<file path="config.mk">
export PLATFORM = sky130hd
export DESIGN_NAME = hs_rx_frame_assembler
export DESIGN_NICKNAME = d
export VERILOG_FILES = /design/src/rtl/hs_pkg.sv /design/src/rtl/hs_frame_buf.sv /design/src/rtl/hs_rx_frame_assembler.sv
export SDC_FILE = /design/constraint.sdc
export NUM_CORES = 1
export LEC_CHECK = 0
export CAP_MARGIN = 15
export CORE_ASPECT_RATIO = 1.5
export CORE_MARGIN = 1
export CORE_UTILIZATION = 40
export DETAILED_ROUTE_END_ITERATION = 8
export PLACE_DENSITY = 0.73
export RECOVER_POWER = 50
export SKIP_CTS_REPAIR_TIMING = 1
export SLEW_MARGIN = 20
export SYNTH_ARGS = -nofsm -noshare
export SYNTH_HDL_FRONTEND = slang
export SYNTH_SLANG_ARGS = --single-unit
export TNS_END_PERCENT = 1
</file>
<file path="constraint.sdc">
create_clock -name clk -period 5.2 [get_ports clk]
set_input_delay 1.56 -clock clk [delete_from_list [all_inputs] [get_ports clk]]
set_output_delay 1.56 -clock clk [all_outputs]
set_load 0.02 [all_outputs]
</file>
<file path="src/rtl/hs_pkg.sv">
// ---------------------------------------------------------------------------
// hs_pkg
//   Shared definitions for the rx-side frame assembler.
//   - DEF_DATA_WIDTH / DEF_FRAME_WORDS : default word width and words per frame
//   - len_width()  : width of a frame length field able to hold 0..frame_words
//   - slot_lsb()   : bit offset of slot i inside a packed frame
// ---------------------------------------------------------------------------
package hs_pkg;

    localparam int DEF_DATA_WIDTH  = 5;
    localparam int DEF_FRAME_WORDS = 4;

    // A frame length runs 0..FRAME_WORDS inclusive, hence the +1.
    function automatic int len_width(input int frame_words);
        return $clog2(frame_words + 1);
    endfunction

    // Word i of a packed frame lives at [i*width +: width].
    function automatic int slot_lsb(input int slot, input int width);
        return slot * width;
    endfunction

endpackage

</file>
<file path="src/rtl/hs_frame_buf.sv">
// ---------------------------------------------------------------------------
// hs_frame_buf
//   One half of the ping-pong frame store: a slot array, a length and a
//   full flag. The top decides which buffer is written/closed/released.
// Ports
//   clk, rst   : clock, asynchronous active-high reset
//   wr_en      : write wr_data into slot wr_idx
//   wr_idx     : slot index
//   wr_data    : word to store
//   close      : mark buffer full with length close_len
//   close_len  : number of valid words in the closed frame
//   free       : frame consumed; buffer becomes empty
//   full       : buffer holds a closed frame
//   len        : valid words in the closed frame (0 when empty)
//   data       : packed frame, slots at or above len forced to zero
// ---------------------------------------------------------------------------
module hs_frame_buf
    import hs_pkg::*;
#(
    parameter int DATA_WIDTH  = DEF_DATA_WIDTH,
    parameter int FRAME_WORDS = DEF_FRAME_WORDS,
    parameter int LEN_W       = len_width(DEF_FRAME_WORDS),
    parameter int IDX_W       = $clog2(DEF_FRAME_WORDS)
) (
    input  logic                              clk,
    input  logic                              rst,
    input  logic                              wr_en,
    input  logic [IDX_W-1:0]                  wr_idx,
    input  logic [DATA_WIDTH-1:0]             wr_data,
    input  logic                              close,
    input  logic [LEN_W-1:0]                  close_len,
    input  logic                              free,
    output logic                              full,
    output logic [LEN_W-1:0]                  len,
    output logic [FRAME_WORDS*DATA_WIDTH-1:0] data
);

    logic [DATA_WIDTH-1:0] slots [FRAME_WORDS];

    // NOTE: the slot array is deliberately not reset; len clears on reset and
    // every slot at or above len is masked, so stale contents never escape.
    always_ff @(posedge clk) begin
        if (wr_en) begin
            slots[wr_idx] <= wr_data;
        end
    end

    // NOTE: non-blocking assignments keep every register updating from the
    // pre-edge values, independent of statement order.
    always_ff @(posedge clk or posedge rst) begin
        if (rst) begin
            full <= 1'b0;
            len  <= '0;
        end else if (close) begin
            full <= 1'b1;
            len  <= close_len;
        end else if (free) begin
            full <= 1'b0;
            len  <= '0;
        end
    end

    // Unused tail slots read as zero so a short frame is clean on the bus.
    for (genvar i = 0; i < FRAME_WORDS; i++) begin : g_slot
        assign data[slot_lsb(i, DATA_WIDTH) +: DATA_WIDTH] =
            (LEN_W'(i) < len) ? slots[i] : '0;
    end

endmodule

</file>
<file path="src/rtl/hs_rx_frame_assembler.sv">
// ---------------------------------------------------------------------------
// hs_rx_frame_assembler
//   Packs FRAME_WORDS handshake words into one wide frame and offers it to
//   the switch core. Two buffers alternate: one fills while the other waits
//   for the core, so one word per cycle keeps flowing.
// Ports
//   clk, rst     : rx clock, asynchronous active-high reset
//   in_valid     : word valid
//   in_data      : word
//   in_ready     : word accepted when in_valid && in_ready
//   flush        : close the current partial frame
//   frame_valid  : frame available
//   frame_data   : packed frame, word i at [i*DATA_WIDTH +: DATA_WIDTH]
//   frame_len    : valid words in the frame (1..FRAME_WORDS)
//   frame_ready  : core takes the frame when frame_valid && frame_ready
//   stat_frames  : frames popped, wraps at 2^16
// ---------------------------------------------------------------------------
module hs_rx_frame_assembler
    import hs_pkg::*;
#(
    parameter  int DATA_WIDTH  = DEF_DATA_WIDTH,
    parameter  int FRAME_WORDS = DEF_FRAME_WORDS,
    localparam int LEN_W       = len_width(FRAME_WORDS)
) (
    input  logic                              clk,
    input  logic                              rst,
    input  logic                              in_valid,
    input  logic [DATA_WIDTH-1:0]             in_data,
    output logic                              in_ready,
    input  logic                              flush,
    output logic                              frame_valid,
    output logic [FRAME_WORDS*DATA_WIDTH-1:0] frame_data,
    output logic [LEN_W-1:0]                  frame_len,
    input  logic                              frame_ready,
    output logic [15:0]                       stat_frames
);

    localparam int IDX_W = $clog2(FRAME_WORDS);
    localparam int FD_W  = FRAME_WORDS * DATA_WIDTH;

    logic [IDX_W-1:0] cnt;
    logic             wr_sel;
    logic             rd_sel;

    logic [1:0]       full;
    logic [LEN_W-1:0] buf_len  [2];
    logic [FD_W-1:0]  buf_data [2];

    logic             accept;
    logic             last_word;
    logic             flush_close;
    logic             close;
    logic [LEN_W-1:0] close_len;
    logic             pop;

    // The write-side buffer is never full while it is filling, so the
    // handshake simply stalls once both buffers hold closed frames.
    assign in_ready    = !full[wr_sel] && !rst;
    assign accept      = in_valid && in_ready;
    assign last_word   = accept && (cnt == IDX_W'(FRAME_WORDS - 1));
    // A flush only closes a non-empty frame, counting a word accepted in the
    // same cycle; if that word completes the frame the full close covers it.
    assign flush_close = flush && !last_word && ((cnt != '0) || accept);
    assign close       = last_word || flush_close;
    assign close_len   = LEN_W'(cnt) + LEN_W'(accept);
    assign pop         = frame_valid && frame_ready;

    // Close targets wr_sel and pop targets rd_sel; they are always different
    // buffers when both fire, so both take effect in the same cycle.
    for (genvar b = 0; b < 2; b++) begin : g_buf
        hs_frame_buf #(
            .DATA_WIDTH  (DATA_WIDTH),
            .FRAME_WORDS (FRAME_WORDS),
            .LEN_W       (LEN_W),
            .IDX_W       (IDX_W)
        ) u_buf (
            .clk       (clk),
            .rst       (rst),
            .wr_en     (accept && (wr_sel == 1'(b))),
            .wr_idx    (cnt),
            .wr_data   (in_data),
            .close     (close && (wr_sel == 1'(b))),
            .close_len (close_len),
            .free      (pop && (rd_sel == 1'(b))),
            .full      (full[b]),
            .len       (buf_len[b]),
            .data      (buf_data[b])
        );
    end

    always_ff @(posedge clk or posedge rst) begin
        if (rst) begin
            cnt         <= '0;
            wr_sel      <= 1'b0;
            rd_sel      <= 1'b0;
            stat_frames <= '0;
        end else begin
            if (close) begin
                cnt    <= '0;
                wr_sel <= ~wr_sel;
            end else if (accept) begin
                cnt <= cnt + 1'b1;
            end
            if (pop) begin
                rd_sel      <= ~rd_sel;
                stat_frames <= stat_frames + 16'd1;
            end
        end
    end

    assign frame_valid = full[rd_sel];
    assign frame_data  = buf_data[rd_sel];
    assign frame_len   = buf_len[rd_sel];

endmodule

</file>
### Word-level counts from Yosys, hierarchy flattened

Memories as Yosys holds them, arrays and structs flattened.
Index checks and enable logic that the tools add are counted.
W data, S select, Z words.

| storage, ports and cells | value |
|---|---|
| logic and storage cells | 81 |
| bits in read-only memories | 0 |
| input port bits | 10 |
| RAM bits | 40 |
| latch bits | 0 |
| output and inout port bits | 41 |
| flip-flop bits (word level) | 28 |
| memories | 2 |

| cells by class | value |
|---|---|
| shift operators | 0 |
| $lt $le $gt $ge | 11 |
| muxes and demuxes | 32 |
| eq/ne operators | 1 |
| reductions and logical operators | 21 |
| divide/modulo/power cells | 0 |
| bitwise operators | 3 |
| add/subtract/negate cells | 3 |
| $mul | 0 |

Memories:

| memory | depth | bits a word | read ports | clocked after Yosys merged registers in | write ports | line | text |
|---|---|---|---|---|---|---|---|
| g_buf[0].u_buf.slots | 4 | 5 | 4 | 0 | 1 | hs_frame_buf.sv:38 | `logic [DATA_WIDTH-1:0] slots [FRAME_WORDS];` |
| g_buf[1].u_buf.slots | 4 | 5 | 4 | 0 | 1 | hs_frame_buf.sv:38 |  |

Operators by type and width:

| operator | number |
|---|---|
| $mux W20 | 3 |
| $mux W5 | 8 |
| $mux W3 | 7 |
| $add A16 B1 Y16 const B | 1 |
| $logic_and A1 B1 Y1 | 12 |
| $lt A1 B3 Y1 const A | 4 |
| $lt A2 B3 Y1 const A | 4 |
| $mux W1 | 12 |
| $reduce_bool A2 Y1 | 4 |
| $lt A1 B2 Y1 const B | 2 |
| $mux W2 | 2 |
| $add A2 B1 Y3 | 1 |
| $logic_not A1 Y1 | 3 |
| $add A2 B1 Y2 const B | 1 |
| $eq A2 B2 Y1 const B | 1 |
| $ge A2 B2 Y1 const B | 1 |
| $logic_or A1 B1 Y1 | 2 |
| $not A1 Y1 | 2 |
| $not A1 Y2 | 1 |

### Longest topological paths before layout

Gate-level depths: netlist of the first run.

| depth | value |
|---|---|
| depth after elaboration | 12 |
| gate-level depth with buffers | 8 |

### By module

A second synthesis of the first run with hierarchy kept.

| second synthesis, totals | value |
|---|---|
| cells, all modules | 246 |
| area, all modules | 3183.1 um^2 |

Modules (own cells, without submodules):

| module | times used | sequential area each (um^2) | area an instance (um^2) | cells each |
|---|---|---|---|---|
| hs_frame_buf | 2 | 700.7 | 938.4 | 64 |
| hs_rx_frame_assembler | 1 | 500.5 | 1306.3 | 118 |

### Worst setup path after synthesis of the first run

OpenSTA, ideal clock, no wires.

| path | value |
|---|---|
| path kind | in2out |
| start point | input rst |
| end point | output in_ready |
| stages | 1 |
| required time | 3.640 ns |
| path buffers | 0 |
| setup slack | 1.787 ns |
| data arrival time | 1.853 ns |
| cells stage by stage | nor2_1 |

| on the way | value |
|---|---|
| word-level cells in the longest chain between the ends | 2 |

Ends and longest elaborated chain:

| what | line | text |
|---|---|---|
| from (decl) | hs_rx_frame_assembler.sv:26 | `input logic rst,` |
| $logic_not A1 Y1 (no line) | - |  |
| $logic_and A1 B1 Y1 | hs_rx_frame_assembler.sv:58 | `assign in_ready = !full[wr_sel] && !rst;` |
| to (decl) | hs_rx_frame_assembler.sv:29 | `output logic in_ready,` |

No other way between the ends.

### Worst setup path after layout of the first run

Same ends and word-level chain as after synthesis.

==> impl_metrics.env, run 1 <==
export IMPL_setup_violations=0
export IMPL_syn_area_um2=2860
export IMPL_die_area_um2=7500
export IMPL_peakVddDrop_mv=0.292
export IMPL_synthTopCellsByArea="edfxtp_1, dfrtp_1, a22o_1"
export IMPL_hold_path_class="register to register"
export IMPL_endpoint_kind="primary output"
export IMPL_async_flop_share_pct=41.2
export IMPL_dr_pass1_iters=7
export IMPL_crit_type="input port to primary output"
export IMPL_h_tree_depth=3
export IMPL_grt_pass1_wl_mm=9.02
export IMPL_post_drt_wl_per_cell_um=16.0
export IMPL_clkLatencyLatePin_ps=340
export IMPL_crit_path_start="rst"
export IMPL_totalWireLength_mm=5.58
export IMPL_status="finished, violations left"
export IMPL_fp_coreArea_um2=6900
export IMPL_grt_max_degree=29
export IMPL_synth_commonest_cells="edfxtp_1, dfrtp_1, a22o_1, nand2_1, nor2_1"
export IMPL_antennaDiodeCount=0
export IMPL_cts_tree="done"
export IMPL_worstPathMaxFanout=3
export IMPL_drcViolationCount=6
export IMPL_ys_warn_count=0
export IMPL_rows=37
export IMPL_root_buffer="clkbuf_8"
export IMPL_fin_crit_ps=4390
export IMPL_required_ps=3640
export IMPL_worstPathArrival_ps=2830
export IMPL_gp_congestion=0.815
export IMPL_relSlewSlack_pct=31.2
export IMPL_utilization_pct=53.0
export IMPL_die_x_um=71.0
export IMPL_fin_skew_ps=6.66
export IMPL_drive_gt1_share_pct=8.12
export IMPL_globalRouteOverflowTotal=0
export IMPL_synth_cell_types=34
export IMPL_synth_seq_area_share_pct=66.5
export IMPL_max_cap_viol_count=0
export IMPL_grt_use_total_pct=16.1
export IMPL_clk_pin_slew_ps=70
export IMPL_dp_hpwl_mm=4.03
export IMPL_power_density_nw_per_um2=465
export IMPL_r2r_start="rd_sel"
export IMPL_numCtsBuffers=9
export IMPL_hold_violations=0
export IMPL_synth_cells=207
export IMPL_cp_start_kind="input port"
export IMPL_worstHoldStart="stat_frames[15]"
export IMPL_clock_sinks=68
export IMPL_antenna_found_initial=0
export IMPL_tns_ps=0
export IMPL_dr_total_vias=1885
export IMPL_ys_flop_type="edfxtp_1"
export IMPL_first_global_vias=1831
export IMPL_fin_crit_sh_pct=84.5
export IMPL_drt_iter0_markers=75
export IMPL_antenna_left=0
export IMPL_fmax_mhz=228
export IMPL_total_leakage_power_nw=1.46
export IMPL_postSynthAreaPerCell_um2=13.8
export IMPL_syn_nets=224
export IMPL_maxSlewViolCount=0
export IMPL_cts_buffer_depth=2
export IMPL_nets=283
export IMPL_portBuffers=50
export IMPL_tightest_slew_ps=1030
export IMPL_synth_edff_count=40
export IMPL_synth_top_area_cell="edfxtp_1"
export IMPL_start_util_pct=41.4
export IMPL_yosysTopAreaCellShare_pct=42.0
export IMPL_rsz0062_at_grt="no"
export IMPL_area_growth_pct=27.8
export IMPL_synth_most_common_cell="edfxtp_1"
export IMPL_io_pins=51
export IMPL_synth_seq_cells=68
export IMPL_violations="DRC"
export IMPL_via_per_inst=5.40
export IMPL_die_h_um=106
## report_power, final
part	switching, mW	internal, mW
clock network	0.206	0.272
logic	0.260	0.231
registers	0.0885	0.641
total	0.554	1.14
## through the flow
step	instance area, µm²	cells	power (mW)	worst slack, ps	hold slack, ps
5_1_grt	3650	349	1.79	781	518
2_1_floorplan	2860	207	1.04	1790	507
4_1_cts	3660	349	1.73	937	487
3_3_place_gp	3440	333	1.23	945	467
3_5_place_dp	3440	333	1.24	940	470
6_report	3650	349	1.70	808	479
## final cells by class
type,instances,area (µm²)
Fill cell,597,3240
Sequential cell,68,1900
Multi-Input combinational cell,130,906
Timing Repair Buffer,50,500
Clock buffer,9,124
Clock inverter,7,97.6
Tap cell,78,97.6
Inverter,7,26.3
## worst max-delay path, cell delays in order
cell and delay, ps:
dlygate4sd3_1 560, nor2_1 110, clkdlybuf4s50_1 600
## sequential cells by signal (all words and copies together) (netlist names)
name,flops
g_buf.u_buf.len,6
rd_sel,1
wr_sel,1
stat_frames,16
cnt,2
g_buf.u_buf.full,2
g_buf.u_buf.slots,40
## cell families (layout without fill, tap and decap cells)
kind of cell | count (synthesis) | after routing | synth area share [%]
multiplexers | 5 | 5 | 2.06
adder cells (fa/ha/maj) | 7 | 7 | 3.06
AO/OA/AOI/OAI | 35 | 35 | 10.2
XOR/XNOR | 16 | 16 | 4.90
AND/OR/NAND/NOR | 67 | 67 | 11.7
flip-flops | 68 | 68 | 66.5
buffers and inverters | 9 | 73 | 1.49
## metal layers
layer	vias to the layer above	share of wire (%)	GRT usage, %	wire length (µm)
met5	-	0	0	0
met4	0	1.6	8.14	91
met3	7	5.0	4.02	281
met2	65	54	28.0	3010
met1	927	39	18.1	2200
li1	886	-	-	-
## path summary, 6_finish.rpt
path,to,slack (ps),cells after the start
setup / recovery,in_ready,810,3
hold / removal,stat_frames[15],480,1
setup reg to reg,stat_frames[12],3160,4
hold reg to reg,stat_frames[15],480,1
max in group asynchronous,wr_sel,2630,2
min in group asynchronous,stat_frames[6],1950,2
## placed cells by master, fill, tap and decap left out, drive strengths merged, types with 6 or more instances in the layout
cell	n
nor3	6
inv	9
nand3	7
and2	9
nor2	14
nand2	15
clkbuf	9
clkdlybuf4s50	41
xnor2	8
a22o	23
edfxtp	40
ha	7
xor2	8
dlygate4sd3	9
dfrtp	28
No activity file was read; power rests on OpenSTA's default activity.
==> run 2, diff against run 1 <==
- clock period: 5.2 -> 4.3 ns (I/O delays scaled with it)
==> impl_metrics.env, run 2 (synthesized netlist as in run 1, its figures left out) <==
export IMPL_p_clk_share_pct=28.0
export IMPL_rows=37
export IMPL_path_cells="dlygate4sd3_1 -> nor2_1 -> clkdlybuf4s50_1"
export IMPL_mostFrequentLayoutCell="clkdlybuf4s50_1"
export IMPL_clk_pin_slew_ps=70
export IMPL_fin_crit_sh_pct=90.0
export IMPL_antenna_found_initial=0
export IMPL_placed_cells=333
export IMPL_worstPathArrival_ps=2580
export IMPL_swShare_pct=32.5
export IMPL_layout_cells_non_filler=349
export IMPL_cpPeakStageDelay_ps=610
export IMPL_globalRouteOverflowTotal=0
export IMPL_clkLatencyLatePin_ps=340
export IMPL_layout_setup_ws_ps=432
export IMPL_power_density_nw_per_um2=561
export IMPL_max_cap_viol_count=0
export IMPL_worstPathMaxFanout=3
export IMPL_fin_hold_ws_ps=480
export IMPL_p_int_mw=1.39
export IMPL_endpoint_kind="primary output"
export IMPL_die_h_um=106
export IMPL_via_per_inst=5.39
export IMPL_dp_slack_ps=551
export IMPL_stdcell_area_um2=3660
export IMPL_maxSlewViolCount=0
export IMPL_grt_max_degree=29
export IMPL_dr_pass1_iters=7
export IMPL_dp_hpwl_mm=4.06
export IMPL_total_leakage_power_nw=1.46
export IMPL_dr_total_vias=1882
export IMPL_area_growth_pct=27.9
export IMPL_cp_slowest_cell="clkdlybuf4s50_1"
export IMPL_critPathTopFamily="buffers and inverters"
export IMPL_relSlewSlack_pct=31.6
export IMPL_die_x_um=71.0
export IMPL_cts_tree="done"
export IMPL_cp_depth=3
export IMPL_violations="DRC"
export IMPL_required_ps=3010
export IMPL_largest_reg_flops=40
export IMPL_hold_path_class="register to register"
export IMPL_totalWireLength_mm=5.61
export IMPL_first_global_vias=1881
export IMPL_rsz0062_at_grt="no"
export IMPL_nets=283
export IMPL_fin_crit_ps=3870
export IMPL_seqPwrFrac_pct=43.1
export IMPL_crit_type="input port to primary output"
export IMPL_gp_congestion=0.792
export IMPL_p_total_mw=2.05
export IMPL_hold_violations=0
export IMPL_min_path_cells=1
export IMPL_placedInstanceArea_um2=3440
export IMPL_final_cell_mix="clkdlybuf4s50_1, edfxtp_1, dfrtp_1, a22o_1, nand2_1"
export IMPL_drt_iter0_markers=144
export IMPL_regArea_um2=1900
export IMPL_antennaDiodeCount=0
export IMPL_fill_cells=582
export IMPL_drcViolationCount=6
export IMPL_antenna_left=0
export IMPL_fmax_mhz=259
export IMPL_die_area_um2=7500
export IMPL_grt_pass1_wl_mm=9.24
export IMPL_regMostFlops="g_buf.u_buf.slots"
export IMPL_status="finished, violations left"
export IMPL_start_util_pct=41.4
export IMPL_peakVddDrop_mv=0.256
export IMPL_numCtsBuffers=9
export IMPL_fp_coreArea_um2=6900
export IMPL_io_pins=51
export IMPL_fin_skew_ps=5.07
export IMPL_cp_start_kind="input port"
export IMPL_cts_buffer_depth=2
export IMPL_portBuffers=50
export IMPL_clock_sinks=68
export IMPL_tns_ps=0
export IMPL_setup_violations=0
export IMPL_post_drt_wl_per_cell_um=16.1
export IMPL_top_regs="g_buf.u_buf.slots (40), stat_frames (16), g_buf.u_buf.len (6)"
export IMPL_grt_use_total_pct=16.6
export IMPL_h_tree_depth=3
export IMPL_root_buffer="clkbuf_8"
export IMPL_utilization_pct=53.0
export IMPL_reg2regPathDepth=4
export IMPL_power_frac_comb_pct=28.9
export IMPL_multi_input_area_um2=907
export IMPL_drive_gt1_share_pct=8.49
export IMPL_switchingPower_uw=666
export IMPL_path_buf_inv=2
export IMPL_tightest_slew_ps=1020
[run 2: power by group through the flow]
stage / Clock (mW) / Combinational [mW] / Sequential, mW
after floorplan: 0 / 0.381 / 0.877
after global placement: 0 / 0.592 / 0.890
after detailed placement: 0 / 0.600 / 0.896
after CTS: 0.588 / 0.605 / 0.884
after global routing: 0.618 / 0.645 / 0.899
final: 0.574 / 0.593 / 0.885
[run 2: final cells by class]
class	count	share of cell area, %
timing repair buffer	50	13.7
tap	78	2.67
inverter	7	0.719
clock inverter	7	2.70
clock buffer	9	3.39
sequential	68	52.0
multi-input combinational	130	24.8
[run 2: path summary, 6_finish.rpt]
path | from | end | slack (ps)
min in group asynchronous | rst | stat_frames[1] | 1680
max in group asynchronous | rst | g_buf[0].u_buf.len[1] | 2010
worst max-delay path | rst | in_ready | 430
worst max register to register | rd_sel | stat_frames[12] | 2270
worst min-delay path | stat_frames[15] | stat_frames[15] | 480
worst min register to register | stat_frames[15] | stat_frames[15] | 480
[run 2: per-layer routing]
metal  vias to the layer above  GRT usage (%)  part of all wire (%)
li1                        886              -                     -
met1                       921           18.4                    40
met2                        65           29.4                    53
met3                        10           3.15                   4.6
met4                         0           8.86                   2.0
met5                         -              0                     0
